[src/rtl/mux_nch_scan.sv]
// N-channel W-bit mux, manual select or round-robin scan, channel-tagged registered output.
// Latency: 1 cycle from in_data/in_valid to out_data/out_ch/out_valid.
// Backpressure: out_ready=0 with a word held freezes the output stage, dwell counter and scan channel.
module mux_nch_scan #(
    parameter int WIDTH = 8,
    parameter int NCH   = 4,
    parameter int SELW  = 2,
    parameter int DWELL = 4
) (
    input  logic                   clk,
    input  logic                   rst,
    input  logic [NCH*WIDTH-1:0]   in_data,
    input  logic [NCH-1:0]         in_valid,
    input  logic                   mode,
    input  logic [SELW-1:0]        sel,
    input  logic                   sel_load,
    output logic [WIDTH-1:0]       out_data,
    output logic [SELW-1:0]        out_ch,
    output logic                   out_valid,
    input  logic                   out_ready
);

    localparam int CW = (DWELL > 1) ? $clog2(DWELL) : 1;

    localparam logic ST_MAN  = 1'b0;
    localparam logic ST_SCAN = 1'b1;

    localparam logic [SELW:0]   NCH_L   = (SELW+1)'(NCH);
    localparam logic [SELW-1:0] LAST_CH = SELW'(NCH - 1);
    localparam logic [CW-1:0]   LAST_DW = CW'(DWELL - 1);

    logic            state;
    logic [SELW-1:0] cur_ch;
    logic [CW-1:0]   dwell_cnt;
    logic            load_en;
    logic [WIDTH-1:0] sel_data;
    logic            sel_vld;

    assign load_en = !out_valid || out_ready;

    always_comb begin
        sel_data = '0;
        sel_vld  = 1'b0;
        for (int k = 0; k < NCH; k++) begin
            if (cur_ch == SELW'(k)) begin
                sel_data = in_data[k*WIDTH +: WIDTH];
                sel_vld  = in_valid[k];
            end
        end
    end

    // A mode transition takes priority over both sel_load and a dwell wrap on the same edge.
    always_ff @(posedge clk) begin
        if (rst) begin
            state     <= ST_MAN;
            cur_ch    <= '0;
            dwell_cnt <= '0;
        end else begin
            case (state)
                ST_MAN: begin
                    if (mode) begin
                        state     <= ST_SCAN;
                        dwell_cnt <= '0;
                    end else if (sel_load && ({1'b0, sel} < NCH_L)) begin
                        cur_ch <= sel;
                    end
                end
                ST_SCAN: begin
                    if (!mode) begin
                        state     <= ST_MAN;
                        dwell_cnt <= '0;
                    end else if (load_en) begin
                        if (dwell_cnt == LAST_DW) begin
                            dwell_cnt <= '0;
                            cur_ch    <= (cur_ch == LAST_CH) ? '0 : cur_ch + 1'b1;
                        end else begin
                            dwell_cnt <= dwell_cnt + 1'b1;
                        end
                    end
                end
                default: begin
                    state     <= ST_MAN;
                    dwell_cnt <= '0;
                end
            endcase
        end
    end

    // out_data keeps its last value on an empty load; only out_valid drops.
    always_ff @(posedge clk) begin
        if (rst) begin
            out_data  <= '0;
            out_ch    <= '0;
            out_valid <= 1'b0;
        end else if (load_en) begin
            if (sel_vld) begin
                out_data  <= sel_data;
                out_ch    <= cur_ch;
                out_valid <= 1'b1;
            end else begin
                out_valid <= 1'b0;
            end
        end
    end

endmodule

[config.mk]
export PLATFORM = sky130hd
export DESIGN_NAME = mux_nch_scan
export DESIGN_NICKNAME = d
export VERILOG_FILES = /design/src/rtl/mux_nch_scan.sv
export SDC_FILE = /design/constraint.sdc
export NUM_CORES = 1
export LEC_CHECK = 0
export CAP_MARGIN = 40
export CORE_MARGIN = 2
export CORE_UTILIZATION = 60
export DETAILED_ROUTE_END_ITERATION = 8
export DONT_BUFFER_PORTS = 1
export GPL_ROUTABILITY_DRIVEN = 0
export GPL_TIMING_DRIVEN = 0
export PLACE_DENSITY = 0.84
export SLEW_MARGIN = 20
export SYNTH_ARGS = -nofsm -noshare
export SYNTH_HDL_FRONTEND = slang
export SYNTH_SLANG_ARGS = --single-unit
[constraint.sdc]
create_clock -name clk -period 2.39 [get_ports clk]
set_input_delay 0.717 -clock clk [delete_from_list [all_inputs] [get_ports clk]]
set_output_delay 0.717 -clock clk [all_outputs]
set_load 0.02 [all_outputs]
==> out/summary.txt, run 1 <==
======================================================================================================
Critical path launch point type                                                               register
First-pass GRT wire length                                                                     3230 um
Power density of the placed cells                                                          631 nW/um^2
CP Cell Sequence                                                                          inv_1 -> ha_1 -> or2_1 -> buf_1 -> a221oi_1 -> nor3_1 -> mux2_4
Maximum ir drop on the vdd rail                                                             0.000323 V
Clock Sink Count                                                                                    16
Worst hold endpoint                                                                       dwell_cnt[0]
Via count of the first global-routing pass                                                         766
Minimum period implied by the final worst setup slack                                          1.96 ns
Relative slew slack                                                                              67.9%
Upper clock frequency limit                                                                    510 MHz
Share of synthesized area occupied by flip-flops and latches                                     31.6%
Top fanout value on the critical path                                                                8
Post-detail-place hpwl                                                                         1640 um
Instance count along the most critical hold path                                                     2
Share of the synthesized area in the top cell type                                               31.6%
Cell class contributing the biggest share of worst-path delay                               flip-flops
Total I/O pin count                                                                                 54
Die Height                                                                                     45.1 um
Core footprint                                                                               1540 um^2
Overall power of the completed layout                                                         0.676 mW
Initial antenna violation count                                                                      0
Standard cell with the maximum stage delay on the critical path                           sky130_fd_sc_hd__dfxtp_1
RSZ-0062 raised after global routing                                                                no
Total grt overflow                                                                                   0
Max Cap Viol                                                                                         0
Sum of routed wire length over all layers                                                      2090 um
Count of endpoints failing setup in the final report                                                 0
Number of cells upsized or downsized after cts                                                       0
Number of nets in the synthesized netlist                                                          158
Hold-fix buffers at CTS                                                                              0
Number of vias in the routed layout                                                                863
Sort of element at the end of the critical path                                               register
Master cell of the clock root buffer                                                      sky130_fd_sc_hd__clkbuf_4
Final slew viol count                                                                                0
Async set-reset flop share out of synthesis                                                         0%
Syn. warnings                                                                                        0
Most frequent cell after synthesis                                                        sky130_fd_sc_hd__dfxtp_1
Worst stage delay on the critical path                                                         0.39 ns
Number of flops mapped to enable cells by yosys                                                      0
Largest net degree at the start of global routing                                                   11
Post-DR wirelength/cell                                                                        16.1 um
Number of flip-flops and latches in the synthesized netlist                                         16
Final-stage net count                                                                              163
Port buffer count                                                                                    0
Post-synth top cells                                                                      16 x sky130_fd_sc_hd__dfxtp_1, 13 x sky130_fd_sc_hd__nor2b_1, 8 x sky130_fd_sc_hd__nor3_1
Total CTS buffers                                                                                    3
Setup TNS Final                                                                                   0 ns
Critical path class                                                                            reg2reg
Number of different library cells in the post-synthesis netlist                                     29
Buffering stage count on the worst path with inverters included                                      2
First DRT Iteration DRCs                                                                            17
Post-detailed-route via-to-cell ratio                                                             6.64
Startpoint of the most critical register-to-register path                                    cur_ch[0]
Global-route total usage across every layer                                                      22.1%
Number of core rows                                                                                 14
Clock transition at the register clock pins on the worst setup and hold paths after CTS        0.09 ns
Cell taking the most area after synthesis                                                 sky130_fd_sc_hd__dfxtp_1
Synth-to-Final Area Change                                                                       5.55%
CP Data Required Time                                                                          2.57 ns
Capture point of the worst reg-to-reg path                                                 out_data[4]
Count of buffers added by post-CTS timing repair for setup                                           0
Cell count after synthesis                                                                         110
Number of cells on the worst reg-to-reg path                                                         7
Data arrival time of the critical path                                                         2.13 ns
Hold Vio Cnt, Final                                                                                  0
Area enclosed by the die boundary                                                            2040 um^2
H-tree lvl count                                                                                     1
Clock tree from TritonCTS                                                                          yes
Maximum number of buffers from clock root to sink                                                    2
Residual antenna-violating net count after detailed routing                                          0
Main synth FF type                                                                        sky130_fd_sc_hd__dfxtp_1
Latest clock arrival within the worst-skew pair                                                0.28 ns
Die W                                                                                          45.1 um
Slew @ Worst Pin                                                                              0.481 ns
Hold Startpoint                                                                           dwell_cnt[0]
Clock skew after layout                                                                     0.00770 ns
Tightest hold margin                                                                          0.489 ns
Syn avg cell area                                                                            9.22 um^2
Status                                                                                    complete, no violations
Remaining DRCs                                                                                       0
Cell Area, Synth                                                                             1010 um^2
Reg-to-reg slack, setup                                                                        0.43 ns
Starting density of the core                                                                     65.8%
TritonRoute pass-1 iters                                                                             4
Type of the most critical hold path                                                            reg2reg
Largest cells by area after synthesis                                                     sky130_fd_sc_hd__dfxtp_1 32%, sky130_fd_sc_hd__mux2_4 10%, sky130_fd_sc_hd__nor2b_1 8.0%
Share of the cycle needed by the critical path after routing                                     82.0%
LEAKAGE                                                                                       0.420 nW
Fraction of final layout cells sized beyond drive strength 1                                     14.0%
Count of antenna diodes in the layout                                                                0
======================================================================================================
worst register-to-register path, cell delays in order, from the launching register on:
cell and delay, ns:
sky130_fd_sc_hd__dfxtp_1 0.39, sky130_fd_sc_hd__inv_1 0.11, sky130_fd_sc_hd__ha_1 0.25, sky130_fd_sc_hd__or2_1 0.23, sky130_fd_sc_hd__buf_1 0.18, sky130_fd_sc_hd__a221oi_1 0.33, sky130_fd_sc_hd__nor3_1 0.09, sky130_fd_sc_hd__mux2_4 0.28
cell usage in the layout (no fill, tap or decap), types with 2 or more instances in the layout:
cell type | netlist | final
sky130_fd_sc_hd__a211oi_1 | 4 | 4
sky130_fd_sc_hd__nor2b_1 | 13 | 13
sky130_fd_sc_hd__clkbuf_1 | 3 | 3
sky130_fd_sc_hd__a221oi_1 | 7 | 7
sky130_fd_sc_hd__a21oi_1 | 3 | 3
sky130_fd_sc_hd__o21ai_0 | 3 | 3
sky130_fd_sc_hd__o22ai_1 | 7 | 7
sky130_fd_sc_hd__nor3b_1 | 3 | 3
sky130_fd_sc_hd__clkbuf_4 | 0 | 3
sky130_fd_sc_hd__nand2_1 | 4 | 4
sky130_fd_sc_hd__mux2i_1 | 3 | 3
sky130_fd_sc_hd__buf_2 | 2 | 2
sky130_fd_sc_hd__nand4_1 | 2 | 2
sky130_fd_sc_hd__mux2_4 | 7 | 7
sky130_fd_sc_hd__dfxtp_1 | 16 | 16
sky130_fd_sc_hd__nor3_1 | 8 | 8
sky130_fd_sc_hd__inv_1 | 3 | 3
sky130_fd_sc_hd__ha_1 | 5 | 5
sky130_fd_sc_hd__nand2b_1 | 6 | 6
cell families (layout without fill, tap and decap cells):
kind of cell	count (synthesis)	after routing	share of synthesized area (%)
and+or+nand+nor	42	42	25.4
DFF	16	16	31.6
buffers and inverters	10	14	4.69
adders and majority gates	5	5	6.17
muxes	10	10	13.3
AOI/OAI and AO/OA	27	27	18.9
cell type report:
type	count	area, um^2
plain buffers	7	36.3
flip-flops and latches	16	320
clock buffers	4	36.3
fillers	132	470
well taps	16	20.0
inverters	3	11.3
multi-input cells	84	647
stage by stage:
stage	setup WS (ns)	instance area (um^2)	cells	utilization, %
final	0.431	1070	130	69.5
after CTS	0.423	1070	130	69.5
after global placement	0.509	1030	126	67.1
after detailed placement	0.437	1030	126	67.1
after floorplan	0.626	1010	110	-
after global routing	0.303	1070	130	69.5
sequential cells by signal, indices dropped and copies added (netlist names):
register   count
cur_ch         2
dwell_cnt      2
out_ch         2
out_data       8
out_valid      1
state          1
power breakdown:
part | switching (mW) | internal, mW | leakage [nW]
logic | 0.0745 | 0.0863 | 0.268
clock network | 0.0871 | 0.0926 | 0.0210
registers | 0.0427 | 0.292 | 0.131
total | 0.204 | 0.471 | 0.420
layer usage:
| layer | part of all wire, % | track usage [%] | vias up |
|---|---|---|---|
| li1 | - | - | 420 |
| met1 | 43 | 27.3 | 393 |
| met2 | 47 | 35.1 | 48 |
| met3 | 9.2 | 6.40 | 2 |
| met4 | 0.81 | 10.6 | 0 |
| met5 | 0 | 0 | - |
worst max-delay path by stage:
stage	from	end	slack [ns]	cells past startpoint
floorplan	in_valid[1]	out_data[0]	0.63	5
global route	cur_ch[0]	out_data[4]	0.30	7
detailed placement	cur_ch[0]	out_data[4]	0.44	7
global placement	cur_ch[0]	out_data[6]	0.51	7
finish	cur_ch[0]	out_data[4]	0.43	7
CTS	cur_ch[0]	out_data[4]	0.42	7
Note: power is estimated with default switching activity, not from simulation.
==> run 2, diff against run 1 <==
ABC_AREA = 1   (was default)
CORE_UTILIZATION = 55   (was 60)
PLACE_DENSITY = 0.81   (was 0.84)
clock period = 1.58 ns   (was 2.39 ns; I/O delays follow)
==> out/summary.txt, run 2 <==
======================================================================================================
Status                                                                                    complete, no violations
Combinational cell fraction of total power                                                       30.7%
Relative slew slack                                                                              78.0%
Synth-to-Final Area Change                                                                       14.4%
Max Cap Viol                                                                                         0
Number of vias in the routed layout                                                              1,092
Async set-reset flop share out of synthesis                                                         0%
Starting density of the core                                                                     58.1%
Largest cells by area after synthesis                                                     sky130_fd_sc_hd__dfxtp_1 28%, sky130_fd_sc_hd__nand2_1 19%, sky130_fd_sc_hd__nand3_1 8.9%
Total CTS buffers                                                                                    3
Max reg flops                                                                                        8
Capture point of the worst reg-to-reg path                                                   out_valid
Minimum period implied by the final worst setup slack                                          1.49 ns
Switching Power                                                                               0.439 mW
Top fanout value on the critical path                                                                9
Data arrival time of the critical path                                                         1.70 ns
Total I/O pin count                                                                                 54
Type of the most critical hold path                                                             in2reg
Share of the cycle needed by the critical path after routing                                     94.5%
Number of different library cells in the post-synthesis netlist                                     18
Internal power                                                                                0.740 mW
Startpoint of the most critical register-to-register path                                    cur_ch[1]
Routed wire length on met3                                                                      196 um
Residual antenna-violating net count after detailed routing                                          0
Clock skew after layout                                                                     0.00423 ns
Post-detailed-route via-to-cell ratio                                                             5.03
Number of flops mapped to enable cells by yosys                                                      0
Syn avg cell area                                                                            6.19 um^2
Latest clock arrival within the worst-skew pair                                                0.30 ns
Routed met2 length                                                                             1250 um
Sum of routed wire length over all layers                                                      2620 um
Power density of the placed cells                                                          914 nW/um^2
Final slew viol count                                                                                0
Commonest cells after routing, fill and taps aside                                        54 x sky130_fd_sc_hd__nand2_1, 23 x sky130_fd_sc_hd__inv_1, 21 x sky130_fd_sc_hd__nor2_1
Clock transition at the register clock pins on the worst setup and hold paths after CTS        0.09 ns
Reg-to-reg slack, setup                                                                        0.09 ns
Switching portion of total power                                                                 37.3%
Overall power of the completed layout                                                          1.18 mW
Cell count after synthesis                                                                         182
Number of flip-flops and latches in the synthesized netlist                                         16
Clock group share of total power                                                                 23.3%
Instance count along the most critical hold path                                                     1
Global-route total usage across every layer                                                      21.3%
Share of the synthesized area in the top cell type                                               28.4%
Count of endpoints failing setup in the final report                                                 0
TritonRoute pass-1 iters                                                                             4
First-pass GRT wire length                                                                     4110 um
Core footprint                                                                               1940 um^2
Remaining DRCs                                                                                       0
Number of fill cells in the layout                                                                 189
Post-Route M1 WL                                                                               1130 um
Die W                                                                                          49.3 um
Master cell of the clock root buffer                                                      sky130_fd_sc_hd__clkbuf_4
Most common cell after layout, fill and taps aside                                        sky130_fd_sc_hd__nand2_1
Largest net degree at the start of global routing                                                   18
Number of core rows                                                                                 16
Area enclosed by the die boundary                                                            2430 um^2
Die Height                                                                                     49.3 um
Sort of element at the end of the critical path                                               register
Syn. warnings                                                                                        0
Via count of the first global-routing pass                                                         973
Post-synth top cells                                                                      57 x sky130_fd_sc_hd__nand2_1, 26 x sky130_fd_sc_hd__inv_1, 21 x sky130_fd_sc_hd__nor2_1
Cell Area, Synth                                                                             1130 um^2
Maximum ir drop on the vdd rail                                                             0.000631 V
Slew @ Worst Pin                                                                              0.329 ns
Final-stage net count                                                                              239
LEAKAGE                                                                                       0.672 nW
Hold-fix buffers at CTS                                                                              0
Share of synthesized area occupied by flip-flops and latches                                     28.4%
Post-detail-place hpwl                                                                         1980 um
Most frequent cell after synthesis                                                        sky130_fd_sc_hd__nand2_1
Reg with most FFs                                                                             out_data
Upper clock frequency limit                                                                    670 MHz
Count of antenna diodes in the layout                                                                0
Last element of the critical path                                                            out_valid
Main synth FF type                                                                        sky130_fd_sc_hd__dfxtp_1
Fraction of final layout cells sized beyond drive strength 1                                     19.5%
Hold Startpoint                                                                                    rst
Port buffer count                                                                                    0
Number of cells on the worst reg-to-reg path                                                        10
Sequential group share of total power                                                            46.0%
Hold Vio Cnt, Final                                                                                  0
Maximum number of buffers from clock root to sink                                                    2
Post-route insts no fill                                                                           217
Critical path launch point type                                                               register
Cell taking the most area after synthesis                                                 sky130_fd_sc_hd__dfxtp_1
Initial antenna violation count                                                                      0
DP Cell Count                                                                                      209
Critical path class                                                                            reg2reg
Post-DR wirelength/cell                                                                        12.1 um
H-tree lvl count                                                                                     1
First DRT Iteration DRCs                                                                            29
Clock tree from TritonCTS                                                                          yes
Total grt overflow                                                                                   0
CP Data Required Time                                                                          1.79 ns
Max layer used                                                                                    met4
Clock Sink Count                                                                                    16
Number of nets in the synthesized netlist                                                          230
Origin of the worst setup path                                                               cur_ch[1]
======================================================================================================
[run 2: per-stage QoR]
step	setup TNS, ns	setup slack [ns]	hold slack, ns	util (%)	area [um^2]
2_1_floorplan	0	0.0493	0.438	-	1130
3_3_place_gp	-0.481	-0.0728	0.450	59.8	1160
3_5_place_dp	-0.987	-0.136	0.463	59.8	1160
4_1_cts	0	0.00601	0.235	62.0	1200
5_1_grt	-0.0146	-0.00977	0.228	66.4	1290
6_report	0	0.0864	0.230	66.4	1290
[run 2: final cells by class]
cell class | count | area [um^2] | share of cell area (%)
buffer | 5 | 52.6 | 4.07
clock buffer | 4 | 36.3 | 2.81
inverter | 27 | 113 | 8.73
multi-input combinational | 134 | 702 | 54.4
sequential | 16 | 323 | 25.0
tap | 27 | 33.8 | 2.62
timing repair buffer | 4 | 30.0 | 2.33
[run 2: kinds of logic after synthesis]
| family | after synthesis | synth area share (%) |
|---|---|---|
| and+or+nand+nor | 105 | 39.8 |
| muxes | 2 | 1.78 |
| adders and majority gates | 5 | 5.55 |
| DFF | 16 | 28.4 |
| AOI/OAI and AO/OA | 20 | 9.43 |
| buffers and inverters | 34 | 15.0 |
[run 2: power groups by stage]
stage | combinational [mW] | sequential (mW) | clock [mW]
finish | 0.362 | 0.542 | 0.275
global route | 0.415 | 0.548 | 0.293
CTS | 0.312 | 0.542 | 0.279
detailed placement | 0.315 | 0.553 | 0
global placement | 0.301 | 0.551 | 0
floorplan | 0.265 | 0.542 | 0
[run 2: timing repair]
item | CTS | global route
resized for setup | 2 | 19
hold endpoints to repair | 0 | 0
pin swaps | 0 | 5
buffers inserted | 2 | 2
cloned | 0 | 2
endpoints found under the setup margin | 9 | 9
[run 2: per-layer routing]
metal | global-route usage (%) | vias to the layer above
met5 | 0 | -
met4 | 7.62 | 0
met3 | 3.99 | 5
met2 | 37.2 | 47
met1 | 25.8 | 464
li1 | - | 576
[run 2: worst max-delay path, cell delays in order, from the launching register on]
cell and delay [ns]:
sky130_fd_sc_hd__dfxtp_2 0.34, sky130_fd_sc_hd__buf_4 0.13, sky130_fd_sc_hd__ha_2 0.23, sky130_fd_sc_hd__a21oi_2 0.15, sky130_fd_sc_hd__nand2_2 0.07, sky130_fd_sc_hd__nand2_2 0.07
sky130_fd_sc_hd__nand2_4 0.11, sky130_fd_sc_hd__nand2_4 0.13, sky130_fd_sc_hd__nand2_1 0.06, sky130_fd_sc_hd__nand2_1 0.07, sky130_fd_sc_hd__inv_1 0.04
[run 2: how the worst min path moves through the flow]
stage / slack [ns] / end
after floorplan: 0.44 / dwell_cnt[1]
after global placement: 0.45 / dwell_cnt[1]
after detailed placement: 0.46 / dwell_cnt[1]
after CTS: 0.24 / dwell_cnt[1]
after global routing: 0.23 / state
final: 0.23 / dwell_cnt[1]
